`src/rtl/lfsr_sched_pkg.sv`:
```
// lfsr_sched_pkg: shared LFSR constants, FSM state type and LFSR update function
package lfsr_sched_pkg;

    localparam int LFSR_W = 5;
    localparam logic [LFSR_W-1:0] LFSR_RST = 5'h01;

    typedef enum logic [1:0] {IDLE, STEP, RESP} sched_state_e;

    function automatic logic [LFSR_W-1:0] lfsr_next(input logic [LFSR_W-1:0] s);
        return {s[0], s[4], s[3] ^ s[0], s[2], s[1]};
    endfunction

endpackage

```
`src/rtl/lfsr_sched_if.sv`:
```
// lfsr_sched_if: request, seed and response channels between clients and the scheduler
interface lfsr_sched_if #(
    parameter int NREQ = 4,
    parameter int CW = 4
);
    import lfsr_sched_pkg::*;

    localparam int IW = $clog2(NREQ);

    logic [NREQ-1:0] req_valid;
    logic [NREQ*CW-1:0] req_steps;
    logic [NREQ-1:0] req_ready;
    logic seed_valid;
    logic [LFSR_W-1:0] seed;
    logic seed_ready;
    logic rsp_valid;
    logic rsp_ready;
    logic [IW-1:0] rsp_id;
    logic [LFSR_W-1:0] rsp_data;
    logic busy;

    modport master (
        output req_valid, req_steps, seed_valid, seed, rsp_ready,
        input req_ready, seed_ready, rsp_valid, rsp_id, rsp_data, busy
    );

    modport slave (
        input req_valid, req_steps, seed_valid, seed, rsp_ready,
        output req_ready, seed_ready, rsp_valid, rsp_id, rsp_data, busy
    );

endinterface

```
`src/rtl/lfsr_step_core.sv`:
```
// lfsr_step_core: 5-bit Galois LFSR register with zero-safe seed load
module lfsr_step_core
    import lfsr_sched_pkg::*;
(
    input  logic              clk,
    input  logic              rst,
    input  logic              en,
    input  logic              load,
    input  logic [LFSR_W-1:0] load_val,
    output logic [LFSR_W-1:0] state
);

    // load beats step; a zero seed is replaced so the register never locks up
    always_ff @(posedge clk) begin
        if (rst)
            state <= LFSR_RST;
        else if (load)
            state <= (load_val == '0) ? LFSR_RST : load_val;
        else if (en)
            state <= lfsr_next(state);
    end

endmodule

```
`src/rtl/lfsr_sched.sv`:
```
// lfsr_sched: round-robin scheduler sharing one LFSR among NREQ requesters
// Optional statistics outputs are enabled with `define LFSR_SCHED_STATS_EN
module lfsr_sched
    import lfsr_sched_pkg::*;
#(
    parameter int NREQ = 4,
    parameter int CW = 4
) (
    input  logic        clk,
    input  logic        rst,
    lfsr_sched_if.slave bus
`ifdef LFSR_SCHED_STATS_EN
    ,
    output logic [15:0] stat_grants,
    output logic [15:0] stat_stalls
`endif
);

    localparam int IW = $clog2(NREQ);

    sched_state_e st;
    logic [IW-1:0] rr_ptr;
    logic [IW-1:0] pick;
    logic any;
    logic [CW-1:0] cnt;
    logic [CW-1:0] pick_steps;
    logic [LFSR_W-1:0] lfsr;
    logic idle;
    logic load;
    logic grant;

    lfsr_step_core u_core (
        .clk(clk),
        .rst(rst),
        .en(st == STEP),
        .load(load),
        .load_val(bus.seed),
        .state(lfsr)
    );

    // round-robin pick: scan downward so the smallest offset from rr_ptr wins
    always_comb begin
        pick = '0;
        any = 1'b0;
        for (int k = NREQ - 1; k >= 0; k--) begin
            if (bus.req_valid[(int'(rr_ptr) + k) % NREQ]) begin
                pick = IW'((int'(rr_ptr) + k) % NREQ);
                any = 1'b1;
            end
        end
    end

    assign idle = (st == IDLE);
    assign load = idle & bus.seed_valid;
    assign grant = idle & ~bus.seed_valid & any;
    assign pick_steps = bus.req_steps[int'(pick) * CW +: CW];
    assign bus.req_ready = grant ? (NREQ'(1) << pick) : '0;
    assign bus.seed_ready = idle;
    assign bus.busy = ~idle;

    // scheduler FSM; response data is captured as the post-step LFSR value
    always_ff @(posedge clk) begin
        if (rst) begin
            st <= IDLE;
            rr_ptr <= '0;
            cnt <= '0;
            bus.rsp_valid <= 1'b0;
            bus.rsp_id <= '0;
            bus.rsp_data <= LFSR_RST;
        end else begin
            case (st)
                IDLE: if (grant) begin
                    bus.rsp_id <= pick;
                    cnt <= pick_steps;
                    if (pick_steps == '0) begin
                        st <= RESP;
                        bus.rsp_valid <= 1'b1;
                        bus.rsp_data <= lfsr;
                    end else begin
                        st <= STEP;
                    end
                end
                STEP: begin
                    cnt <= cnt - CW'(1);
                    if (cnt == CW'(1)) begin
                        st <= RESP;
                        bus.rsp_valid <= 1'b1;
                        bus.rsp_data <= lfsr_next(lfsr);
                    end
                end
                RESP: if (bus.rsp_ready) begin
                    st <= IDLE;
                    bus.rsp_valid <= 1'b0;
                    rr_ptr <= (bus.rsp_id == IW'(NREQ - 1)) ? '0 : bus.rsp_id + IW'(1);
                end
                default: st <= IDLE;
            endcase
        end
    end

`ifdef LFSR_SCHED_STATS_EN
    // grant counter wraps, stall counter saturates
    always_ff @(posedge clk) begin
        if (rst) begin
            stat_grants <= '0;
            stat_stalls <= '0;
        end else begin
            if (grant)
                stat_grants <= stat_grants + 16'd1;
            if (bus.rsp_valid && !bus.rsp_ready && stat_stalls != 16'hFFFF)
                stat_stalls <= stat_stalls + 16'd1;
        end
    end
`endif

endmodule

```
`src/flat_wrapper.sv`:
```
// flat-port wrapper written by rule: the top's interface ports become plain ports
module lfsr_sched_flat import lfsr_sched_pkg::*;
#(
    parameter int NREQ = 4,
    parameter int CW = 4
)
  (clk, rst, bus_req_valid, bus_req_steps, bus_seed_valid, bus_seed, bus_rsp_ready, bus_req_ready, bus_seed_ready, bus_rsp_valid, bus_rsp_id, bus_rsp_data, bus_busy);
  lfsr_sched_if #(.NREQ(NREQ), .CW(CW)) bus_i ();
  input  logic clk;
  input  logic rst;
  input wire logic [$bits(bus_i.req_valid)-1:0] bus_req_valid;
  input wire logic [$bits(bus_i.req_steps)-1:0] bus_req_steps;
  input wire logic [$bits(bus_i.seed_valid)-1:0] bus_seed_valid;
  input wire logic [$bits(bus_i.seed)-1:0] bus_seed;
  input wire logic [$bits(bus_i.rsp_ready)-1:0] bus_rsp_ready;
  output wire logic [$bits(bus_i.req_ready)-1:0] bus_req_ready;
  output wire logic [$bits(bus_i.seed_ready)-1:0] bus_seed_ready;
  output wire logic [$bits(bus_i.rsp_valid)-1:0] bus_rsp_valid;
  output wire logic [$bits(bus_i.rsp_id)-1:0] bus_rsp_id;
  output wire logic [$bits(bus_i.rsp_data)-1:0] bus_rsp_data;
  output wire logic [$bits(bus_i.busy)-1:0] bus_busy;
  assign bus_i.req_valid = bus_req_valid;
  assign bus_i.req_steps = bus_req_steps;
  assign bus_i.seed_valid = bus_seed_valid;
  assign bus_i.seed = bus_seed;
  assign bus_i.rsp_ready = bus_rsp_ready;
  assign bus_req_ready = bus_i.req_ready;
  assign bus_seed_ready = bus_i.seed_ready;
  assign bus_rsp_valid = bus_i.rsp_valid;
  assign bus_rsp_id = bus_i.rsp_id;
  assign bus_rsp_data = bus_i.rsp_data;
  assign bus_busy = bus_i.busy;
  lfsr_sched #(.NREQ(NREQ), .CW(CW)) u_core (.clk(clk), .rst(rst), .bus(bus_i));
endmodule
```
`config.mk`:
```
export PLATFORM = sky130hd
export DESIGN_NAME = lfsr_sched_flat
export DESIGN_NICKNAME = d
export VERILOG_FILES = /design/src/rtl/lfsr_sched_pkg.sv /design/src/rtl/lfsr_sched_if.sv /design/src/rtl/lfsr_step_core.sv /design/src/rtl/lfsr_sched.sv /design/src/flat_wrapper.sv
export SDC_FILE = /design/constraint.sdc
export NUM_CORES = 1
export LEC_CHECK = 0
export CAP_MARGIN = 25
export CORE_ASPECT_RATIO = 0.6
export CORE_MARGIN = 2
export CORE_UTILIZATION = 48
export DETAILED_ROUTE_END_ITERATION = 7
export PLACE_DENSITY = 0.84
export SYNTH_ARGS = -nofsm -noshare
export SYNTH_HDL_FRONTEND = slang
export SYNTH_HIERARCHICAL = 1
export SYNTH_SLANG_ARGS = --single-unit
```
`constraint.sdc`:
```
create_clock -name clk -period 3.2 [get_ports clk]
set_input_delay 0.8 -clock clk [delete_from_list [all_inputs] [get_ports clk]]
set_output_delay 0.8 -clock clk [all_outputs]
set_load 0.01 [all_outputs]
```
==> run_summary.xml, run 1 <==
<?xml version="1.0" encoding="UTF-8"?>
<metrics>
  <group name="global_routing">
    <metric name="grt_overflow" unit="">0</metric>
    <metric name="grt_first_pass_wirelength" unit="um">7460</metric>
    <metric name="grt_start_max_net_pins" unit="">16</metric>
    <metric name="grt_antenna_before_repair" unit="">0</metric>
    <metric name="vias_in_the_first_global_route" unit="">1499</metric>
    <metric name="globalRouteTotalUtil" unit="%">25.8</metric>
  </group>
  <group name="placement">
    <metric name="io_buffer_count" unit="">42</metric>
    <metric name="dp_worst_setup_slack" unit="ps">-228</metric>
    <metric name="finalWeightedCongestion" unit="">0.869</metric>
    <metric name="hpwlAfterDp" unit="um">3540</metric>
  </group>
  <group name="critical_path">
    <metric name="critical_path.slowest_cell" unit="">sky130_fd_sc_hd__or3_4</metric>
    <metric name="critical_path.n_buffers_inverters" unit="">4</metric>
    <metric name="cp-end-kind" unit="">register</metric>
    <metric name="cpPeakStageDelay" unit="ps">500</metric>
    <metric name="cp_data_required_time" unit="ps">3360</metric>
    <metric name="worst_path_dominant_cell_family" unit="">buffers and inverters</metric>
    <metric name="setup.worst_path.start_class" unit="">input pin</metric>
    <metric name="cp_cell_sequence" unit="">clkdlybuf4s50_1 &gt; mux2i_1 &gt; nor2_2 &gt; buf_4 &gt; buf_12 &gt; or3_4 &gt; a211oi_2 &gt; buf_4 &gt; o22a_4 &gt; a21oi_2 &gt; a2111oi_2</metric>
    <metric name="crit_path_frequent_cell" unit="">sky130_fd_sc_hd__buf_4</metric>
    <metric name="timing.critical_path.arrival" unit="ps">3310</metric>
    <metric name="crit_type" unit="">input pin to register</metric>
    <metric name="worstPathMaxFanout" unit="">9</metric>
  </group>
  <group name="floorplanning">
    <metric name="die_w" unit="um">77.7</metric>
    <metric name="placeableCoreArea" unit="sq um">2980</metric>
    <metric name="initial_core_util" unit="%">52.4</metric>
    <metric name="top_level_ports" unit="">43</metric>
    <metric name="core.rowCount" unit="">15</metric>
    <metric name="die_h" unit="um">48.2</metric>
    <metric name="full_die_area" unit="sq um">3740</metric>
  </group>
  <group name="sta">
    <metric name="final_slew_violations" unit="">0</metric>
    <metric name="layout_setup_ws" unit="ps">54.5</metric>
    <metric name="fin_worst_skew" unit="ps">7.09</metric>
    <metric name="final_min_period_over_clock_period" unit="%">98.3</metric>
    <metric name="finalWorstPathRequiredPeriod" unit="ps">3150</metric>
    <metric name="fmaxAchievable" unit="GHz">0.318</metric>
    <metric name="worst_slew_pin_slew" unit="ps">569</metric>
    <metric name="final_setup_vio_count" unit="">0</metric>
    <metric name="relSlewSlack" unit="%">61.6</metric>
    <metric name="setup_tns" unit="ps">0</metric>
    <metric name="rsz0062_at_grt" unit="">true</metric>
    <metric name="timing.final.hold_violations" unit="">0</metric>
  </group>
  <group name="detailed_routing">
    <metric name="met2_length" unit="um">2060</metric>
    <metric name="detail_route.drc_violations" unit="">0</metric>
    <metric name="routedWlPerCell" unit="um">16.4</metric>
    <metric name="route.detailed.vias_per_inst" unit="">5.93</metric>
    <metric name="m1WireLength" unit="um">2490</metric>
    <metric name="met3RoutedLength" unit="um">274</metric>
    <metric name="drtPass1Iterations" unit="">5</metric>
    <metric name="top_signal_layer_used" unit="">met4</metric>
    <metric name="number_of_nets_still_failing_antenna_checks_after_routing" unit="">0</metric>
    <metric name="drt_wl_total" unit="um">4850</metric>
    <metric name="drt_first_iter_violations" unit="">175</metric>
    <metric name="detailroute.via_count" unit="">1749</metric>
  </group>
  <group name="logic_synthesis">
    <metric name="synth_area" unit="sq um">1560</metric>
    <metric name="ys_ff_latch" unit="">21</metric>
    <metric name="ys_types" unit="">45</metric>
    <metric name="yosysSeqAreaShare" unit="%">26.9</metric>
    <metric name="yosys_warnings" unit="">6</metric>
    <metric name="number_of_nets_produced_by_synthesis" unit="">225</metric>
    <metric name="synth_area_per_cell" unit="sq um">8.10</metric>
    <metric name="post_synth_inst_count" unit="">193</metric>
  </group>
  <group name="run">
    <metric name="max-cap-violations" unit="">0</metric>
  </group>
  <group name="cells_and_area">
    <metric name="insertedDiodeCount" unit="">0</metric>
    <metric name="layout-drive-gt1-share" unit="%">22.5</metric>
    <metric name="synth_to_layout_area_growth" unit="%">47.7</metric>
    <metric name="layout_commonest_cell" unit="">sky130_fd_sc_hd__clkdlybuf4s50_1</metric>
    <metric name="most_frequent_cells_in_the_layout" unit="">sky130_fd_sc_hd__clkdlybuf4s50_1 (37), sky130_fd_sc_hd__buf_4 (22), sky130_fd_sc_hd__dfxtp_1 (21), sky130_fd_sc_hd__nor3_1 (19), sky130_fd_sc_hd__nor2_1 (17)</metric>
    <metric name="layout.core_utilization" unit="%">77.4</metric>
    <metric name="num-nets-final" unit="">286</metric>
  </group>
  <group name="outcome">
    <metric name="outcome" unit="">complete, no violations</metric>
  </group>
  <group name="clock_tree">
    <metric name="cts-root-to-sink-buffers" unit="">2</metric>
    <metric name="inserted_clock_buffers" unit="">3</metric>
    <metric name="clock_sinks" unit="">21</metric>
    <metric name="cts.clk_slew.worst_paths" unit="ps">80</metric>
    <metric name="tritoncts" unit="">done</metric>
    <metric name="ctsHtreeMaxLevel" unit="">1</metric>
    <metric name="root_buffer" unit="">sky130_fd_sc_hd__clkbuf_8</metric>
    <metric name="clock_latency" unit="ps">260</metric>
  </group>
  <group name="pwr">
    <metric name="cellLeakagePower" unit="nW">0.841</metric>
    <metric name="max-vdd-ir-drop" unit="mV">0.336</metric>
    <metric name="powerDensity" unit="nW/um^2">428</metric>
  </group>
  <group name="worst_hold_path">
    <metric name="worst_hold_path_type" unit="">register to register</metric>
  </group>
</metrics>
-- worst register-to-register path, stage by stage (launching register included) --
cell	delay, ps
sky130_fd_sc_hd__dfxtp_1	500
sky130_fd_sc_hd__mux2i_1	280
sky130_fd_sc_hd__nor2_2	80
sky130_fd_sc_hd__buf_4	140
sky130_fd_sc_hd__buf_12	130
sky130_fd_sc_hd__or3_4	500
sky130_fd_sc_hd__a211oi_2	300
sky130_fd_sc_hd__buf_4	160
sky130_fd_sc_hd__o22a_4	170
sky130_fd_sc_hd__a21oi_2	60
sky130_fd_sc_hd__a2111oi_2	260
-- logic make-up (layout without fill, tap and decap cells) --
logic type | Yosys count | in the layout | share of synthesized area [%]
flip-flops | 21 | 21 | 26.9
AO/OA/AOI/OAI | 50 | 50 | 27.1
adder cells (fa/ha/maj) | 3 | 3 | 2.40
AND/OR/NAND/NOR | 91 | 91 | 30.9
multiplexers | 9 | 9 | 5.76
buffers and inverters | 16 | 76 | 5.28
XOR/XNOR | 3 | 3 | 1.68
-- cell usage after synthesis (all sizes together) --
cell | count | area (sq um)
nor3b | 1 | 7.51
a21oi | 10 | 65.1
xnor2 | 3 | 26.3
o221ai | 1 | 8.76
or3 | 2 | 12.5
nor4 | 2 | 12.5
or2 | 2 | 12.5
o22a | 3 | 45.0
mux2i | 9 | 90.1
and3 | 1 | 6.26
o2111ai | 4 | 35.0
inv | 5 | 18.8
a211oi | 13 | 138
a22oi | 1 | 7.51
a31oi | 5 | 31.3
nor3 | 20 | 100
nand4 | 1 | 6.26
nor2 | 19 | 76.3
and2 | 1 | 6.26
o21ai | 6 | 30.0
clkbuf | 6 | 22.5
clkinv | 2 | 7.51
a2111oi | 1 | 15.0
or3b | 1 | 8.76
nand2 | 16 | 60.1
nand3 | 9 | 45.0
nor2b | 3 | 18.8
ha | 3 | 37.5
nand2b | 2 | 12.5
buf | 3 | 33.8
or4 | 1 | 7.51
o22ai | 3 | 25.0
o31ai | 1 | 7.51
dfxtp | 21 | 420
nor4b | 8 | 70.1
or4b | 2 | 20.0
o21a | 2 | 15.0
-- per-layer routing --
layer  GRT usage [%]  up-vias
met5               0        -
met4            4.64        0
met3            4.26        4
met2            37.8       72
met1            40.1      827
li1                -      846
-- stage by stage --
step	area [sq um]	std cells	power [W]	hold WS (ps)
floorplan	1560	193	0.000597	483
global placement	2160	290	0.000763	475
detailed placement	2160	290	0.000774	497
CTS	2220	295	0.000954	506
global route	2310	295	0.00104	528
finish	2310	295	0.000988	501
-- final cells by class --
| class | count | area [sq um] |
|---|---|---|
| multi-input combinational | 156 | 1160 |
| sequential | 21 | 420 |
| clock inverter | 1 | 5.00 |
| fill | 197 | 676 |
| timing repair buffer | 65 | 601 |
| clock buffer | 3 | 41.3 |
| tap | 42 | 52.6 |
| inverter | 7 | 26.3 |
-- flip-flops by register name, indices dropped and copies added, names as in the netlist --
name                  cells
u_core/bus.rsp_data       5
u_core/bus.rsp_id         2
u_core/bus.rsp_valid      1
u_core/cnt                4
u_core/rr_ptr             2
u_core/st                 2
u_core/u_core/state       5
-- timing repair --
item,in CTS,in global routing
endpoints found under the setup margin,4,13
pin swaps,1,4
hold endpoints to repair,0,0
setup buffers,1,0
hold buffers,0,0
resized for setup,6,18
-- where the power goes --
part / switching (W) / internal (W) / leakage, nW
Sequential: 0.0000432 / 0.000302 / 0.172
Combinational: 0.000245 / 0.000219 / 0.644
Clock: 0.0000924 / 0.0000868 / 0.0255
Total: 0.000381 / 0.000607 / 0.841
-- path summary, 6_finish.rpt --
kind,from,end,slack [ps],cells past startpoint
setup reg to reg,u_core/rr_ptr[1],u_core/bus.rsp_data[0],510,10
setup / recovery,bus_req_valid[2],u_core/bus.rsp_data[0],50,11
hold / removal,u_core/bus.rsp_valid,u_core/bus.rsp_valid,500,2
hold reg to reg,u_core/bus.rsp_valid,u_core/bus.rsp_valid,500,2
Note: power is estimated with default switching activity, not from simulation.
==> run 2, diff against run 1 <==
- CTS_CLUSTER_DIAMETER: unset -> 200
==> results of run 2 <==
No change in the layout: final DEF, timing and power equal those of run 1.
==> run 3, diff against run 2 <==
- CORE_ASPECT_RATIO: 0.6 -> unset
==> run 3 against run 2 <==
Compared with the run above: clock skew down 1.8 ps; utilization shrank 5.0 points; first-iteration DRC count decreased by 58%; global-route usage down 0.66 points; fmax rose by 0.74%; sequential power barely moved; flip-flop and latch count unchanged; critical path depth down 4; total power shrank 8.9%; via count increased by 2.2%; clock power fell by 31%; combinational power shrank 6.5%; critical path type is now input pin to output pin.
==> run_summary.xml, run 3 (synthesis results as in run 1) <==
<?xml version="1.0" encoding="UTF-8"?>
<metrics>
  <group name="outcome">
    <metric name="outcome" unit="">complete, no violations</metric>
  </group>
  <group name="placement">
    <metric name="hpwlAfterDp" unit="um">3400</metric>
    <metric name="dp_worst_setup_slack" unit="ps">-268</metric>
    <metric name="finalWeightedCongestion" unit="">0.864</metric>
    <metric name="io_buffer_count" unit="">42</metric>
  </group>
  <group name="global_routing">
    <metric name="grt_first_pass_wirelength" unit="um">7140</metric>
    <metric name="grt_overflow" unit="">0</metric>
    <metric name="grt_antenna_before_repair" unit="">0</metric>
    <metric name="grt_start_max_net_pins" unit="">16</metric>
    <metric name="globalRouteTotalUtil" unit="%">25.2</metric>
    <metric name="vias_in_the_first_global_route" unit="">1663</metric>
  </group>
  <group name="sta">
    <metric name="relSlewSlack" unit="%">68.2</metric>
    <metric name="fin_worst_skew" unit="ps">5.25</metric>
    <metric name="rsz0062_at_grt" unit="">false</metric>
    <metric name="final_slew_violations" unit="">0</metric>
    <metric name="timing.final.hold_violations" unit="">0</metric>
    <metric name="worst_hold_slack" unit="ps">486</metric>
    <metric name="final_setup_vio_count" unit="">0</metric>
    <metric name="worst_slew_pin_slew" unit="ps">475</metric>
    <metric name="finalWorstPathRequiredPeriod" unit="ps">3120</metric>
    <metric name="layout_setup_ws" unit="ps">77.6</metric>
    <metric name="fmaxAchievable" unit="GHz">0.320</metric>
    <metric name="final_min_period_over_clock_period" unit="%">97.6</metric>
  </group>
  <group name="clock_tree">
    <metric name="tritoncts" unit="">done</metric>
    <metric name="cts-root-to-sink-buffers" unit="">2</metric>
    <metric name="ctsHtreeMaxLevel" unit="">1</metric>
    <metric name="cts_hold_buf" unit="">0</metric>
    <metric name="post_cts_gate_resize_count" unit="">7</metric>
    <metric name="inserted_clock_buffers" unit="">3</metric>
    <metric name="clock_latency" unit="ps">290</metric>
    <metric name="root_buffer" unit="">sky130_fd_sc_hd__clkbuf_4</metric>
    <metric name="cts.repair_timing.setup_buffer_count" unit="">0</metric>
    <metric name="cts.clk_slew.worst_paths" unit="ps">110</metric>
    <metric name="clock_sinks" unit="">21</metric>
  </group>
  <group name="pwr">
    <metric name="powerDensity" unit="nW/um^2">404</metric>
    <metric name="power_total" unit="W">0.000900</metric>
    <metric name="max-vdd-ir-drop" unit="mV">0.323</metric>
    <metric name="cellLeakagePower" unit="nW">0.835</metric>
  </group>
  <group name="worst_hold_path">
    <metric name="worst_hold_path_type" unit="">register to register</metric>
  </group>
  <group name="critical_path">
    <metric name="timing.critical_path.arrival" unit="ps">2320</metric>
    <metric name="worstPathMaxFanout" unit="">3</metric>
    <metric name="setup.worst_path.start_class" unit="">input pin</metric>
    <metric name="crit_type" unit="">input pin to output pin</metric>
    <metric name="cp-end-kind" unit="">output pin</metric>
    <metric name="cp_data_required_time" unit="ps">2400</metric>
  </group>
  <group name="cells_and_area">
    <metric name="n_fill_cell" unit="">250</metric>
    <metric name="layout.core_utilization" unit="%">72.4</metric>
    <metric name="layout-drive-gt1-share" unit="%">21.0</metric>
    <metric name="layout_commonest_cell" unit="">sky130_fd_sc_hd__clkdlybuf4s50_1</metric>
    <metric name="most_frequent_cells_in_the_layout" unit="">sky130_fd_sc_hd__clkdlybuf4s50_1 (37), sky130_fd_sc_hd__buf_4 (27), sky130_fd_sc_hd__dfxtp_1 (21), sky130_fd_sc_hd__nor3_1 (18), sky130_fd_sc_hd__nor2_1 (17)</metric>
    <metric name="synth_to_layout_area_growth" unit="%">42.5</metric>
    <metric name="storage_cell_area" unit="sq um">420</metric>
    <metric name="layout_top_registers" unit="">u_core/bus.rsp_data x5, u_core/u_core/state x5, u_core/cnt x4</metric>
    <metric name="multi_input_area" unit="sq um">1080</metric>
    <metric name="num-nets-final" unit="">290</metric>
    <metric name="insertedDiodeCount" unit="">0</metric>
  </group>
  <group name="floorplanning">
    <metric name="placeableCoreArea" unit="sq um">3080</metric>
    <metric name="die_w" unit="um">61.1</metric>
    <metric name="top_level_ports" unit="">43</metric>
    <metric name="core.rowCount" unit="">20</metric>
    <metric name="initial_core_util" unit="%">50.8</metric>
    <metric name="full_die_area" unit="sq um">3730</metric>
    <metric name="die_h" unit="um">61.1</metric>
  </group>
  <group name="detailed_routing">
    <metric name="routedWlPerCell" unit="um">14.9</metric>
    <metric name="drt_first_iter_violations" unit="">73</metric>
    <metric name="detailroute.via_count" unit="">1787</metric>
    <metric name="route.detailed.vias_per_inst" unit="">5.94</metric>
    <metric name="number_of_nets_still_failing_antenna_checks_after_routing" unit="">0</metric>
    <metric name="drtPass1Iterations" unit="">4</metric>
    <metric name="detail_route.drc_violations" unit="">0</metric>
    <metric name="drt_wl_total" unit="um">4480</metric>
  </group>
  <group name="run">
    <metric name="max-cap-violations" unit="">0</metric>
  </group>
</metrics>
-- run 3: final cells by class --
type / instances / share of cell area [%]
Tap cell: 44 / 2.47
Multi-Input combinational cell: 156 / 48.6
Sequential cell: 21 / 18.9
Clock buffer: 4 / 1.18
Inverter: 7 / 1.18
Timing Repair Buffer: 69 / 27.7
-- run 3: through the flow --
stage	area (sq um)	instances	setup TNS (ps)
floorplan	1560	193	0
global placement	2180	297	-1590
global route	2230	301	0
detailed placement	2180	297	-2100
finish	2230	301	0
CTS	2210	301	0
-- run 3: routing by layer --
layer / routed length (um) / vias to the layer above / global-route usage, %
met5: 0 / - / 0
met4: 122 / 0 / 8.70
met3: 325 / 16 / 3.36
met2: 2170 / 81 / 46.0
met1: 1870 / 824 / 30.1
li1: - / 866 / -
-- run 3: worst max-delay path, cell delays in order --
cell and delay [ps]:
sky130_fd_sc_hd__clkdlybuf4s50_1 450, sky130_fd_sc_hd__nor4_1 350, sky130_fd_sc_hd__buf_4 190, sky130_fd_sc_hd__nor2_1 50, sky130_fd_sc_hd__nand2_1 120, sky130_fd_sc_hd__nor3_1 70, sky130_fd_sc_hd__dlygate4sd2_1 290
-- run 3: path summary, 6_finish.rpt --
path | cells after the start | slack (ps) | startpoint | to
min | 2 | 490 | u_core/bus.rsp_id[1] | u_core/bus.rsp_id[1]
max | 7 | 80 | bus_req_valid[1] | bus_req_ready[2]
max reg2reg | 8 | 540 | u_core/rr_ptr[1] | u_core/bus.rsp_data[0]
min reg2reg | 2 | 490 | u_core/bus.rsp_id[1] | u_core/bus.rsp_id[1]
-- run 3: where the power goes --
part | leakage, nW | total (W) | internal, W | switching (W)
registers | 0.172 | 0.000342 | 0.000302 | 0.0000407
clock network | 0.0150 | 0.000124 | 0.0000485 | 0.0000757
logic | 0.648 | 0.000434 | 0.000213 | 0.000221
total | 0.835 | 0.000900 | 0.000563 | 0.000337
